[src/rtl/cpu_reg_dump.sv]
// Snapshots CPU registers on request and streams them out over a valid/ready byte port.
// Define REG_DUMP_HEX_EN for a 16-byte ASCII hex stream (with CR LF) instead of the 7 raw bytes.
module cpu_reg_dump (
    input  logic        clk,
    input  logic        rst_n,
    input  logic        dump_req,
    input  logic [7:0]  reg_a,
    input  logic [7:0]  reg_x,
    input  logic [7:0]  reg_y,
    input  logic [7:0]  reg_sp,
    input  logic [7:0]  reg_p,
    input  logic [15:0] reg_pc,
    output logic [7:0]  tx_data,
    output logic        tx_valid,
    input  logic        tx_ready,
    output logic        busy,
    output logic        done
);

`ifdef REG_DUMP_HEX_EN
    localparam logic [3:0] LAST_IDX = 4'd15;
`else
    localparam logic [3:0] LAST_IDX = 4'd6;
`endif

    typedef enum logic [1:0] {IDLE, SEND, DONE} state_t;

    state_t      state_q, state_d;
    logic [55:0] snap_q, snap_d;
    logic [55:0] live;
    logic [3:0]  idx_q, idx_d;
    logic [7:0]  tx_data_q, tx_data_d;
    logic        tx_valid_q, tx_valid_d;
    logic        busy_q, busy_d;
    logic        done_q, done_d;

    // Snapshot is packed in stream order so byte k of the raw stream is the k-th byte from the MSB.
    function automatic logic [7:0] byte_at(input logic [55:0] raw, input logic [3:0] idx);
        logic [7:0] res;
`ifdef REG_DUMP_HEX_EN
        logic [3:0] nib;
        nib = 4'h0;
        if (idx == 4'd14) begin
            res = 8'h0D;
        end else if (idx == 4'd15) begin
            res = 8'h0A;
        end else begin
            nib = raw[55 - 4 * 32'(idx) -: 4];
            res = (nib < 4'd10) ? (8'h30 + {4'h0, nib}) : (8'h37 + {4'h0, nib});
        end
`else
        res = raw[55 - 8 * 32'(idx) -: 8];
`endif
        return res;
    endfunction

    assign live = {reg_a, reg_x, reg_y, reg_sp, reg_pc, reg_p};

    always_comb begin
        state_d    = state_q;
        snap_d     = snap_q;
        idx_d      = idx_q;
        tx_data_d  = tx_data_q;
        tx_valid_d = tx_valid_q;
        busy_d     = busy_q;
        done_d     = 1'b0;
        case (state_q)
            IDLE: begin
                if (dump_req) begin
                    // First byte comes straight from the live inputs so it is valid the cycle after capture.
                    snap_d     = live;
                    idx_d      = '0;
                    tx_data_d  = byte_at(live, 4'd0);
                    tx_valid_d = 1'b1;
                    busy_d     = 1'b1;
                    state_d    = SEND;
                end
            end
            SEND: begin
                if (tx_ready) begin
                    if (idx_q == LAST_IDX) begin
                        idx_d      = '0;
                        tx_data_d  = '0;
                        tx_valid_d = 1'b0;
                        done_d     = 1'b1;
                        state_d    = DONE;
                    end else begin
                        idx_d     = idx_q + 4'd1;
                        tx_data_d = byte_at(snap_q, idx_q + 4'd1);
                    end
                end
            end
            DONE: begin
                busy_d  = 1'b0;
                state_d = IDLE;
            end
            default: begin
                tx_data_d  = '0;
                tx_valid_d = 1'b0;
                busy_d     = 1'b0;
                state_d    = IDLE;
            end
        endcase
    end

    always_ff @(posedge clk or negedge rst_n) begin
        if (!rst_n) begin
            state_q    <= IDLE;
            snap_q     <= '0;
            idx_q      <= '0;
            tx_data_q  <= '0;
            tx_valid_q <= 1'b0;
            busy_q     <= 1'b0;
            done_q     <= 1'b0;
        end else begin
            state_q    <= state_d;
            snap_q     <= snap_d;
            idx_q      <= idx_d;
            tx_data_q  <= tx_data_d;
            tx_valid_q <= tx_valid_d;
            busy_q     <= busy_d;
            done_q     <= done_d;
        end
    end

    assign tx_data  = tx_data_q;
    assign tx_valid = tx_valid_q;
    assign busy     = busy_q;
    assign done     = done_q;

endmodule

[config.mk]
export PLATFORM = sky130hd
export DESIGN_NAME = cpu_reg_dump
export DESIGN_NICKNAME = d
export VERILOG_FILES = /design/src/rtl/cpu_reg_dump.sv
export SDC_FILE = /design/constraint.sdc
export NUM_CORES = 1
export LEC_CHECK = 0
export CORE_MARGIN = 2
export CORE_UTILIZATION = 57
export CTS_BUF_LIST = sky130_fd_sc_hd__clkbuf_8
export CTS_CLUSTER_DIAMETER = 150
export DETAILED_ROUTE_END_ITERATION = 8
export HOLD_SLACK_MARGIN = 0.06
export PLACE_DENSITY = 0.92
export SETUP_SLACK_MARGIN = 0.3
export SYNTH_ARGS = -nofsm -noshare
export SYNTH_HDL_FRONTEND = slang
export SYNTH_SLANG_ARGS = --single-unit
[constraint.sdc]
create_clock -name clk -period 4.6 [get_ports clk]
set_input_delay 1.38 -clock clk [delete_from_list [all_inputs] [get_ports clk]]
set_output_delay 1.38 -clock clk [all_outputs]
set_load 0.005 [all_outputs]
==> results.ini <==
[run_status]
status=completed

[critical_path]
critical-path-slowest-cell=ha_1
regToRegSetupSlack_ns=1.11
arrival_ns=3.74
r2r_cells=6
max_stage_delay_ns=0.99
end_kind=register
crit_chain=inv_1 > ha_1 > nor2b_1 > o2bb2ai_1 > mux2i_1 > o221ai_1
crit_family=adder cells
r2r_start=idx_q[0]
worstPathMaxFanout=20
start_kind=register
crit_buf_inv=1
critical_path_class=reg2reg
cp.required_ns=4.85
r2r-end=tx_data[1]

[power_and_ir_drop]
switching_share_pct=34.9
p_clk_share_pct=16.2
p_sw_uw=1080
leakage_uw=0.00186
p_comb_share_pct=45.5
power_frac_seq_pct=38.3
peakVddDrop_mv=0.402
powerDensity_nw_per_um2=701
finalPower_uw=3090
intPower_uw=2010

[synthesis]
synth_top_area_share_pct=52.1
synthCells=267
ys_seq_elements=73
yosys-top-cells-count=dfrtp_1 (73), mux2_2 (58), mux2i_1 (20)
netlist_area_um2=3510
synth_top_area_cell=dfrtp_1
synth.distinct_cells=34
ys_warn_count=0
synthFlopType=dfrtp_1
post-synth-top-count-cell=dfrtp_1
syn_nets=330
synth_edf_count=0
ys_top_cells_by_area=dfrtp_1 (52%), mux2_2 (19%), mux2i_1 (5.7%)
ys_seq_area_share_pct=52.1
synthArstFlopShare_pct=100
synth.avg_cell_area_um2=13.1

[sta]
slew_violations=0
relSlewSlack_pct=41.9
worst_slew_pin_slew_ns=0.871
max_freq_ghz=0.287
timing.final.crit_period_ns=3.49
hold_viol=0
timing.final.crit_share_pct=75.8
rsz0062_at_grt=no
setup_viol=0
fin_setup_tns_ns=0
skew_ns=0.00765
whs_ns=0.507

[cts]
ctsResizeCount=0
htree_levels=3
path_clk_slew_ns=0.07
cts-root-buf=clkbuf_8
cts.sinks=73
clock_path_buffers=2
numCtsBuffers=9
clock_latency_ns=0.34
ctsHoldBuffers=0
cts_tree=yes
post_cts_buffers=0

[placed_design]
place_inst=396
port-buffer-count=70
dpl.hpwl_um=5200
place.gp.congestion=0.834

[worst_hold_path]
min_path_cells=1
hold_end=snap_q[15]
hp-class=reg2reg
min-delay-start=snap_q[15]

[die]
pin_count=71
coreArea_um2=5920
initial_core_util_pct=59.2
die-height_um=82.4
fp-row-count=28
die_w_um=82.4
die_area_um2=6800

[detailed_routing]
drc=0
vias=2432
wl_per_cell_um=18.4
ant_nets=0
drt_iter0_markers=178
routed_via_density=5.92
finalWirelength_um=7570
drt-pass1-iter-count=4

[global_route]
track_usage_pct=25.1
grt_pass1_vias=2510
grt_overflow_total=0
antenna_found_initial=0
grt_max_degree=58
grt_pass1_wl_um=12300

[job]
drv_cap=0

[final_layout]
fin_cells=411
antenna_cells_inserted=0
synthToLayoutAreaGrowth_pct=25.8
nets=395
fin_util_pct=74.5
layout-drive-gt1-share_pct=24.7

[layer usage]
| metal | GRT usage [%] | up-vias | part of all wire [%] |
|---|---|---|---|
| met1 | 32.7 | 1222 | 43 |
| met5 | 0 | - | 0 |
| met3 | 5.43 | 17 | 4.7 |
| li1 | - | 1105 | - |
| met4 | 9.33 | 0 | 2.6 |
| met2 | 41.4 | 88 | 49 |
[worst max-delay path by stage]
stage | to | from | slack [ns] | depth (start not counted)
floorplan | snap_q[34] | dump_req | 1.84 | 6
detailed placement | snap_q[0] | dump_req | 0.96 | 5
CTS | tx_data[1] | idx_q[0] | 1.09 | 6
finish | tx_data[1] | idx_q[0] | 1.11 | 6
global placement | snap_q[46] | dump_req | 1.05 | 5
global route | tx_data[1] | idx_q[0] | 0.82 | 6
[cell type report]
| type | instances | area [um2] |
|---|---|---|
| inverter | 3 | 11.3 |
| clock inverter | 4 | 43.8 |
| fill | 396 | 1510 |
| clock buffer | 11 | 151 |
| sequential | 73 | 1830 |
| multi-input combinational | 173 | 1570 |
| tap | 75 | 93.8 |
| timing repair buffer | 72 | 711 |
[cells by family (layout without fill, tap and decap cells)]
kind of cell | Yosys count | in the layout | synth area share, %
mux | 85 | 85 | 28.8
flops | 73 | 73 | 52.1
simple gates | 47 | 47 | 6.17
compound gates | 35 | 35 | 7.42
buf+inv | 21 | 90 | 3.25
fa+ha+maj | 3 | 3 | 1.07
xor+xnor | 3 | 3 | 1.18
[power by group through the flow]
stage	Combinational [uW]	Sequential (uW)	Clock (uW)
after global routing	1530	1230	534
after global placement	1340	1160	0
after floorplan	1130	1090	0
after detailed placement	1390	1190	0
final	1410	1180	502
after CTS	1410	1180	504
[stage by stage]
step | cell area [um2] | setup WS (ns)
after global placement | 4220 | 1.05
after CTS | 4410 | 1.09
after floorplan | 3510 | 1.84
after detailed placement | 4220 | 0.962
after global routing | 4410 | 0.820
final | 4410 | 1.11
[flip-flops by register name (all words and copies together), names as in the netlist]
name	count
busy	1
done	1
idx_q	4
snap_q	56
state_q	2
tx_data	8
tx_valid	1
[placed cells by master, fill, tap and decap left out, types with 2 or more instances in the layout]
master / instances
nor2b_1: 4
a21oi_1: 7
o2bb2ai_1: 8
inv_1: 4
o31ai_1: 2
nand2_1: 19
a22oi_1: 2
nor2_1: 11
xor2_1: 2
clkinv_2: 2
clkbuf_8: 11
clkdlybuf4s50_1: 69
nor3_1: 3
buf_4: 2
nand3_1: 4
dfrtp_1: 73
mux2_2: 58
o21a_1: 2
mux2i_1: 20
o21ai_0: 3
mux4_2: 7
o221ai_1: 7
ha_1: 3
No activity file was read; power rests on OpenSTA's default activity.
